`config.mk`:
```
export PLATFORM = sky130hd
export DESIGN_NAME = sprite_renderer
export DESIGN_NICKNAME = d
export VERILOG_FILES = /design/src/rtl/sprite_renderer.sv
export SDC_FILE = /design/constraint.sdc
export NUM_CORES = 1
export LEC_CHECK = 0
export CAP_MARGIN = 20
export CORE_MARGIN = 4
export CORE_UTILIZATION = 25
export CTS_CLUSTER_DIAMETER = 150
export DETAILED_ROUTE_END_ITERATION = 16
export MAX_ROUTING_LAYER = met4
export SLEW_MARGIN = 15
export SYNTH_ARGS = -nofsm -noshare
export SYNTH_HDL_FRONTEND = slang
export SYNTH_SLANG_ARGS = --single-unit
```
`constraint.sdc`:
```
create_clock -name clk -period 3.35 [get_ports clk]
set_input_delay 0.67 -clock clk [delete_from_list [all_inputs] [get_ports clk]]
set_output_delay 0.67 -clock clk [all_outputs]
set_load 0.05 [all_outputs]
```
`src/rtl/sprite_renderer.sv`:
```
// Multi-sprite erase/redraw engine for a 160x120 3-bit framebuffer.
// One pixel per clock; unchanged sprites are skipped each sweep.
module sprite_renderer #(
  parameter int NUM_SPR     = 2,
  parameter int SPR_W       = 3,
  parameter int SPR_H       = 4,
  parameter int X_W         = 8,
  parameter int Y_W         = 7,
  parameter int COLOR_W     = 3,
  parameter int SCREEN_W    = 160,
  parameter int SCREEN_H    = 120,
  parameter int FRAME_DELAY = 5,
  parameter int BG_COLOR    = 0
) (
  input  logic                       clk,
  input  logic                       resetn,
  input  logic [NUM_SPR-1:0]         spr_en,
  input  logic [NUM_SPR*X_W-1:0]     spr_x,
  input  logic [NUM_SPR*Y_W-1:0]     spr_y,
  input  logic [NUM_SPR*COLOR_W-1:0] spr_color,
  input  logic                       hold,
  output logic [X_W-1:0]             x_out,
  output logic [Y_W-1:0]             y_out,
  output logic [COLOR_W-1:0]         color_out,
  output logic                       plot,
  output logic                       busy,
  output logic                       frame_done
);

  localparam int DW = $clog2(FRAME_DELAY + 1);
  localparam int IW = (NUM_SPR > 1) ? $clog2(NUM_SPR) : 1;
  localparam int CW = (SPR_W > 1) ? $clog2(SPR_W) : 1;
  localparam int RW = (SPR_H > 1) ? $clog2(SPR_H) : 1;

  localparam logic [DW-1:0]      LAST_CNT = DW'(FRAME_DELAY - 1);
  localparam logic [IW-1:0]      LAST_IDX = IW'(NUM_SPR - 1);
  localparam logic [CW-1:0]      LAST_COL = CW'(SPR_W - 1);
  localparam logic [RW-1:0]      LAST_ROW = RW'(SPR_H - 1);
  localparam logic [X_W:0]       SCR_W    = (X_W + 1)'(SCREEN_W);
  localparam logic [Y_W:0]       SCR_H    = (Y_W + 1)'(SCREEN_H);
  localparam logic [COLOR_W-1:0] BG       = COLOR_W'(BG_COLOR);

  typedef enum logic [2:0] {
    S_WAIT, S_SEL, S_ERASE, S_LATCH, S_DRAW, S_NEXT
  } state_t;

  state_t             state;
  logic [DW-1:0]      cnt;
  logic [IW-1:0]      idx;
  logic [CW-1:0]      col;
  logic [RW-1:0]      row;
  logic [NUM_SPR-1:0] drawn;
  logic [X_W-1:0]     old_x [NUM_SPR];
  logic [Y_W-1:0]     old_y [NUM_SPR];
  logic [COLOR_W-1:0] old_c [NUM_SPR];

  logic               cur_en;
  logic [X_W-1:0]     cur_x;
  logic [Y_W-1:0]     cur_y;
  logic [COLOR_W-1:0] cur_c;
  logic [X_W:0]       px;
  logic [Y_W:0]       py;
  logic               in_view;
  logic               last_px;
  logic               same;
  logic               go;

  always_comb begin
    cur_en  = spr_en[idx];
    cur_x   = spr_x[idx*X_W +: X_W];
    cur_y   = spr_y[idx*Y_W +: Y_W];
    cur_c   = spr_color[idx*COLOR_W +: COLOR_W];
    // One spare bit so sprites past the right/bottom edge clip, not wrap
    px      = {1'b0, old_x[idx]} + (X_W + 1)'(col);
    py      = {1'b0, old_y[idx]} + (Y_W + 1)'(row);
    in_view = (px < SCR_W) && (py < SCR_H);
    last_px = (col == LAST_COL) && (row == LAST_ROW);
    same    = (cur_x == old_x[idx]) && (cur_y == old_y[idx])
              && (cur_c == old_c[idx]);
    go      = (state == S_WAIT) && (cnt == LAST_CNT);
  end

  always_ff @(posedge clk) begin
    if (!resetn) begin
      state      <= S_WAIT;
      cnt        <= '0;
      idx        <= '0;
      col        <= '0;
      row        <= '0;
      drawn      <= '0;
      x_out      <= '0;
      y_out      <= '0;
      color_out  <= '0;
      plot       <= 1'b0;
      busy       <= 1'b0;
      frame_done <= 1'b0;
      for (int i = 0; i < NUM_SPR; i++) begin
        old_x[i] <= '0;
        old_y[i] <= '0;
        old_c[i] <= '0;
      end
    end else begin
      plot       <= 1'b0;
      frame_done <= 1'b0;
      busy       <= (state != S_WAIT) || go;
      unique case (state)
        S_WAIT: begin
          if (go) begin
            cnt   <= '0;
            idx   <= '0;
            state <= S_SEL;
          end else begin
            cnt <= cnt + 1'b1;
          end
        end
        S_SEL: begin
          if ((!cur_en && !drawn[idx]) || (cur_en && drawn[idx] && same))
            state <= S_NEXT;
          else if (drawn[idx])
            state <= S_ERASE;
          else
            state <= S_LATCH;
        end
        S_ERASE, S_DRAW: begin
          if (!hold) begin
            x_out     <= px[X_W-1:0];
            y_out     <= py[Y_W-1:0];
            color_out <= (state == S_ERASE) ? BG : old_c[idx];
            plot      <= in_view;
            if (last_px) begin
              col   <= '0;
              row   <= '0;
              state <= (state == S_ERASE) ? S_LATCH : S_NEXT;
            end else if (col == LAST_COL) begin
              col <= '0;
              row <= row + 1'b1;
            end else begin
              col <= col + 1'b1;
            end
          end
        end
        S_LATCH: begin
          old_x[idx] <= cur_x;
          old_y[idx] <= cur_y;
          old_c[idx] <= cur_c;
          drawn[idx] <= cur_en;
          state      <= cur_en ? S_DRAW : S_NEXT;
        end
        S_NEXT: begin
          if (idx == LAST_IDX) begin
            frame_done <= 1'b1;
            state      <= S_WAIT;
          end else begin
            idx   <= idx + 1'b1;
            state <= S_SEL;
          end
        end
        default: state <= S_WAIT;
      endcase
    end
  end

endmodule

```
== Word level (Yosys, flattened, before mapping) ==
Memory sizes are Yosys's and may differ from the RTL's. A register that Yosys moved wholly into a read port is not among the register bits.
Index checks and enable logic that the tools add are counted.
Widths: inputs -> output; s select.
Storage, ports and cells
  register bits: 34
  RAM bits: 36
  input bits: 41
  memories: 3
Operators by class
  add/subtract/negate cells: 6
  $mul: 2
  order comparisons: 4
  eq/ne operators: 14
  shift operators: 3
  mux-type cells: 45
  bitwise operators: 3
  reductions and logical operators: 27
Memory list
  old_x: words 2, bits a word 8, rd ports 1, clocked after memory_dff 1, wr ports 2, RTL line 53  | logic [X_W-1:0] old_x [NUM_SPR];
  old_y: words 2, bits a word 7, rd ports 1, clocked after memory_dff 1, wr ports 2, RTL line 54  | logic [Y_W-1:0] old_y [NUM_SPR];
  old_c: words 2, bits a word 3, rd ports 1, clocked after memory_dff 1, wr ports 2, RTL line 55  | logic [COLOR_W-1:0] old_c [NUM_SPR];
Operators with widths (number)
  $mux 1: 27
  $mux 3: 8
  $shiftx 16x5->8: 1
  $pmux 3 s5: 1
  $shiftx 14x5->7: 1
  $add 8x2->9: 1
  $eq 3x3->1 const B: 3
  $logic_and 1x1->1: 9
  $lt 9x8->1 const B: 1
  $add 7x2->8: 1
  $eq 8x8->1: 1
  $lt 8x7->1 const B: 1
  $mux 2: 4
  $mux 8: 1
  $reduce_or 8->1: 1
  $eq 7x7->1: 1
  $mux 7: 1
  $reduce_or 7->1: 1
  $eq 3x2->1 const B: 2
  $ne 2x2->1 const B: 3
  $reduce_and 2->1: 3
  $reduce_and 3->1: 2
  $reduce_or 3->1: 2
  $shiftx 6x4->3: 1
  other kinds (20): 27

== Depth between registers and ports, before layout ==
Gate-level depths: netlist of run 1.
  word-level depth: 9
  depth in mapped cells: 11

== Worst setup path before layout of run 1 ==
No wires, ideal clock.
  path kind: flip-flop to flip-flop
  start point: register idx
  end point: memory old_c[0][0], enable pin
  setup time: 0.418 ns
  arrival time: 2.372 ns
  data required time: 2.932 ns
  setup slack: 0.560 ns
  stages on the path, launching flop included: 6
  clock period less this slack: 2.790 ns
  cells stage by stage: dfxtp_1 buf_2 buf_2 clkbuf_1 buf_1 o21ai_0
RTL lines
  start: declaration: RTL line 49  | logic [IW-1:0] idx;
  start signal: assignment: RTL line 154  | idx <= idx + 1'b1;
  end: declaration: RTL line 55

==> flow_summary.json, run 1 <==
{
  "status": "complete, no violations",
  "avgRoutedWirePerCell_um": 14.52,
  "hp-class": "register to register",
  "synthFlopType": "edfxtp_1",
  "grt_pass1_wl_mm": 15.20,
  "io_buffers": 61,
  "synth_warnings": 0,
  "holdBufCountCts": 0,
  "ant_nets": 0,
  "fillCellCount": 1473,
  "async_reset_ff_share_pct": 0,
  "cts_resized": 0,
  "cp_num_buf_inv": 1,
  "grt_overflow": 0,
  "end_kind": "register",
  "fp.dieW_um": 131.4,
  "synth_mux_area_share_pct": 11.61,
  "worstPathArrival_ns": 3.02,
  "path_class": "register to register",
  "p_leak_nw": 1.583,
  "p_switching_uw": 704.0,
  "fin_hold_ws_ns": 0.4460,
  "cts_buffers": 9,
  "antenna_cells": 0,
  "htree_num_levels": 3,
  "fp.dieH_um": 131.4,
  "cpMaxStageDelayCell": "dfxtp_1",
  "p_int_mw": 1.737,
  "syn_inst": 387,
  "first_iter_violations": 128,
  "clock_latency_ns": 0.33,
  "power_frac_comb_pct": 21.3,
  "vias": 2886,
  "hold_viol": 0,
  "critPathRequiredTime_ns": 3.61,
  "wl_mm": 9.247,
  "finalPower_mw": 2.441,
  "antenna_found_initial": 0,
  "hpwl_mm": 7.161,
  "synth_compound_area_share_pct": 7.366,
  "grt_start_max_net_pins": 37,
  "synth_edf_count": 36,
  "tightestPinTransition_ns": 0.8503,
  "drc_errors": 0,
  "postCtsSetupRepairBufs": 0,
  "vias_per_cell": 4.531,
  "synthXorXnorAreaFrac_pct": 6.445,
  "powerDensity_nw_per_um2": 499.7,
  "regToRegSetupSlack_ns": 0.59,
  "clockBufferDepth": 2,
  "min_period_ns": 2.764,
  "peakVddDrop_uv": 257.3,
  "path_cells": "mux2i_1 > inv_1 > ha_1 > a21oi_1 > nor4_4 > nor3b_1 > xnor2_1 > nand2_1 > a21oi_1",
  "maxSlewHeadroom_pct": 43.17,
  "grt_util_all_layers_pct": 11.30,
  "ys_seq_area_share_pct": 46.83,
  "cts_tree": "done",
  "critical_path_peak_fanout": 11,
  "layout_commonest_cell": "clkdlybuf4s50_1",
  "synth-seq-cells": 71,
  "cp_top_family": "simple AND/OR/NAND/NOR gates",
  "finalMaxSlewViolations": 0,
  "switching_share_pct": 28.85,
  "synthToLayoutAreaGrowth_pct": 28.38,
  "setup_viol": 0,
  "yosysUniqueCellTypes": 43,
  "core_region_area_um2": 14700,
  "crit_path_max_incr_delay_ns": 0.68,
  "path_common_cell": "a21oi_1",
  "io_pins": 62,
  "start_util_pct": 25.89,
  "layout_common_cells": "61 x clkdlybuf4s50_1, 51 x nor2_1, 45 x nand2_1",
  "nNetsFinal": 499,
  "drive_gt1_share_pct": 7.285,
  "drt_pass1_iterations": 5,
  "startpoint_type": "register",
  "cap_violations": 0,
  "clock_sinks": 71,
  "fin_skew_ns": 0.007770,
  "place.gp.congestion": 0.7972,
  "fmax_mhz": 361.8,
  "fin_crit_sh_pct": 82.50,
  "synth_area_um2": 3805,
  "synth-adder-area-share_pct": 3.354,
  "rsz0062_at_grt": "false",
  "fp.dieArea_um2": 17260,
  "p_clk_share_pct": 35.8,
  "syn_area_per_cell_um2": 9.832,
  "power_frac_seq_pct": 42.9,
  "synth-simple-area-share_pct": 20.32,
  "rows": 44,
  "cts_root_buffer": "clkbuf_16",
  "synth_top_family_by_area": "simple AND/OR/NAND/NOR gates",
  "synth_nets": 437,
  "fin_setup_tns_ns": 0,
  "clk_pin_slew_ns": 0.05,
  "grt_pass1_vias": 2988
}
## area by class of cell
type,count,area (um2),share of cell area (%)
clock buffer,15,269.0,5.507
inverter,7,26.28,0.5379
timing repair buffer,74,708.2,14.50
sequential,71,1783,36.50
multi-input combinational,286,1868,38.24
tap,184,230.2,4.713
## path summary, 6_finish.rpt
kind | cells after the start | endpoint | startpoint
max | 9 | x_out[7]$_SDFFE_PN0P_ | register
min | 2 | x_out[4]$_SDFFE_PN0P_ | x_out[4]$_SDFFE_PN0P_
max reg2reg | 9 | x_out[7]$_SDFFE_PN0P_ | register
min reg2reg | 2 | x_out[4]$_SDFFE_PN0P_ | x_out[4]$_SDFFE_PN0P_
## per-layer routing
| metal | GRT usage, % | up-vias | part of all wire [%] |
|---|---|---|---|
| li1 | - | 1483 | - |
| met1 | 14.54 | 1330 | 49 |
| met2 | 17.77 | 64 | 46 |
| met3 | 2.370 | 9 | 3.8 |
| met4 | 3.909 | 0 | 1.5 |
| met5 | - | - | 0 |
## logic make-up after synthesis
| group | after synthesis |
|---|---|
| AND/OR/NAND/NOR | 158 |
| flip-flops | 71 |
| AO/OA/AOI/OAI | 48 |
| multiplexers | 43 |
| buffers and inverters | 30 |
| XOR/XNOR | 28 |
| adder cells (fa/ha/maj) | 9 |
## tightest hold or removal path, cell delays in order, from the launching register on
cell and delay [ns]:
dfxtp_1 0.30, nand2_1 0.05, a21oi_1 0.05
## synthesized netlist by cell type, types with 2 or more instances
cell      number  share of area [%]
or2_2          2               0.33
a31oi_1        2               0.33
nor3b_1       19                3.7
xnor2_1       10                2.3
ha_1           7                2.3
edfxtp_1      36                 28
inv_1          7               0.69
a21oi_1       30                3.9
o21ai_0        5               0.66
nand2_1       45                4.4
clkbuf_1      15                1.5
nand2b_1       5               0.82
dfxtp_1       35                 18
buf_2          3               0.39
fa_1           2                1.1
mux2i_1       38                 10
nand3b_1       3               0.59
buf_6          3               0.89
a211oi_1       3               0.59
nand3_1        9                1.2
mux2_2         3               0.89
nor2_1        51                5.0
mux2i_2        2               0.72
xor2_1        18                4.1
nor3_1        10                1.3
nor2b_1        3               0.49
nor4_1         5               0.82
## sequential cells by signal (all words and copies together) (netlist names), 2 cells and up, named ones only
register	cells
state	3
drawn	2
color_out	3
col	2
old_y	14
cnt	3
old_c	6
old_x	16
row	2
y_out	7
x_out	8
## power groups by stage
stage	clock, mW	sequential [mW]	combinational, mW
final	0.875	1.05	0.520
after global routing	0.925	1.06	0.579
after CTS	0.893	1.05	0.524
after detailed placement	0	1.06	0.523
after global placement	0	1.06	0.513
after floorplan	0	1.11	0.288
## metrics by stage
stage,instance area [um2],utilization (%),std cells,setup WS [ns]
after floorplan,3805,-,387,0.5598
after global placement,4616,31.40,622,0.7093
after detailed placement,4616,31.40,622,0.6093
after CTS,4885,33.23,637,0.5876
after global routing,4885,33.23,637,0.3129
final,4885,33.23,637,0.5864
(Power assumes the default switching activity.)
==> run 2, diff against run 1 <==
==> constraint.sdc (replaced) <==
create_clock -name clk -period 2.3 [get_ports clk]
set_input_delay 0.46 -clock clk [delete_from_list [all_inputs] [get_ports clk]]
set_output_delay 0.46 -clock clk [all_outputs]
set_load 0.05 [all_outputs]
==> run 2 against run 1 <==
Against the previous run:
- cell count rose by 2.2%
- highest routed layer unchanged
- wire length fell by 0.41%
- critical endpoint is now plot$_SDFF_PP0_
- via count rose by 1.2%
- worst setup slack got worse by 0.52 ns
- sequential power rose by 45%
- non-clock buffer count rose by 13
- flip-flop and latch count did not move
- critical path depth fell by 1
- combinational power rose by 51%
- core utilization rose by 1.1 points
- critical path type unchanged
- largest cell class unchanged
- first-iteration DRC count rose by 13%
==> flow_summary.json, run 2 (same netlist as run 1, synthesis figures left out) <==
{
  "status": "complete, no violations",
  "powerDensity_nw_per_um2": 719.4,
  "clock_sinks": 71,
  "finalMaxSlewViolations": 0,
  "placed_cell_area_um2": 4751,
  "io_pins": 62,
  "drc_errors": 0,
  "final-instance-count-excl-fill": 651,
  "vias": 2921,
  "grt_util_all_layers_pct": 11.14,
  "fmax_mhz": 448.1,
  "top_register": "old_x",
  "fin_setup_tns_ns": 0,
  "hpwl_mm": 7.114,
  "place.gp.congestion": 0.8826,
  "hold_viol": 0,
  "start_util_pct": 25.89,
  "vias_per_cell": 4.487,
  "placedCellCount": 635,
  "synthToLayoutAreaGrowth_pct": 32.82,
  "ant_nets": 0,
  "peakVddDrop_uv": 460.5,
  "clockBufferDepth": 2,
  "fp.dieArea_um2": 17260,
  "path_class": "register to register",
  "largest_reg_flops": 16,
  "first_iter_violations": 144,
  "critical_path_peak_fanout": 7,
  "critPathRequiredTime_ns": 2.54,
  "cts_root_buffer": "clkbuf_16",
  "grt_start_max_net_pins": 37,
  "finish.utilization_pct": 34.38,
  "cts_tree": "done",
  "drive_gt1_share_pct": 12.21,
  "cap_violations": 0,
  "nNetsFinal": 512,
  "end_kind": "register",
  "wl_mm": 9.209,
  "htree_num_levels": 3,
  "reg_top3": "old_x: 16 flops, old_y: 14 flops, x_out: 8 flops",
  "finalPower_mw": 3.635,
  "fp.dieH_um": 131.4,
  "p_leak_nw": 1.663,
  "io_buffers": 61,
  "fillCellCount": 1475,
  "worstPathArrival_ns": 2.47,
  "rows": 44,
  "antenna_cells": 0,
  "fp.dieW_um": 131.4,
  "avgRoutedWirePerCell_um": 14.15,
  "tightestPinTransition_ns": 0.5801,
  "fin_skew_ns": 0.008546,
  "core_region_area_um2": 14700,
  "grt_overflow": 0,
  "maxSlewHeadroom_pct": 60.22,
  "layout_common_cells": "61 x clkdlybuf4s50_1, 51 x nor2_1, 45 x nand2_1",
  "regArea_um2": 1784,
  "setup_viol": 0,
  "layout_commonest_cell": "clkdlybuf4s50_1",
  "rsz0062_at_grt": "false",
  "min_period_ns": 2.232,
  "clk_pin_slew_ns": 0.06,
  "grt_pass1_wl_mm": 15.08,
  "fin_area_um2": 5054,
  "startpoint_type": "register",
  "drt_pass1_iterations": 5,
  "antenna_found_initial": 0,
  "fin_crit_sh_pct": 97.03,
  "hp-class": "register to register",
  "cts_buffers": 9,
  "multi_input_area_um2": 1884,
  "grt_pass1_vias": 2966,
  "clock_latency_ns": 0.33
}
## run 2: path summary, 6_finish.rpt
check / from / end / slack [ns] / depth (start not counted)
hold / removal: y_out[6]$_SDFFE_PN0P_ / y_out[6]$_SDFFE_PN0P_ / 0.46 / 2
hold reg to reg: y_out[6]$_SDFFE_PN0P_ / y_out[6]$_SDFFE_PN0P_ / 0.46 / 2
setup reg to reg: register / plot$_SDFF_PP0_ / 0.07 / 8
setup / recovery: register / plot$_SDFF_PP0_ / 0.07 / 8
## run 2: area by class of cell
type	count	area share [%]
Clock buffer	9	4.457
Clock inverter	7	1.188
Inverter	7	0.5199
Multi-Input combinational cell	286	37.29
Sequential cell	71	35.31
Tap cell	184	4.556
Timing Repair Buffer	87	16.69
## run 2: worst max-delay path, stage by stage, from the launching register on
cell and delay, ns:
dfxtp_2 0.42, mux2_2 0.39, ha_1 0.22, fa_1 0.38, nand2b_1 0.11, nor2_1 0.07
a31oi_1 0.21, a21oi_1 0.07, nor4_1 0.27
## run 2: repair_timing
action | CTS | global route
cloned | 0 | 0
setup endpoints to repair | 2 | 3
resized for setup | 1 | 4
pin swaps | 0 | 0
setup buffers | 0 | 0
hold buffers | 0 | 0
## run 2: report_power, final
part / internal, mW / total [mW] / switching [mW] / leakage, nW
registers: 1.43 / 1.52 / 0.0939 / 0.656
logic: 0.330 / 0.786 / 0.456 / 0.876
clock network: 0.748 / 1.33 / 0.581 / 0.131
## run 2: per-layer routing
| metal | track usage (%) | vias up | part of all wire, % |
|---|---|---|---|
| met2 | 17.28 | 64 | 45 |
| li1 | - | 1508 | - |
| met5 | - | - | 0 |
| met4 | 4.084 | 0 | 1.7 |
| met3 | 2.408 | 10 | 3.4 |
| met1 | 14.38 | 1339 | 49 |
## run 2: metrics by stage
stage / hold slack [ns] / setup slack [ns]
6_report: 0.4558 / 0.06820
5_1_grt: 0.4825 / 0.003852
4_1_cts: 0.4627 / 0.06030
3_5_place_dp: 0.4555 / -0.01298
3_3_place_gp: 0.4456 / -0.02723
2_1_floorplan: 0.4532 / 0.00009615
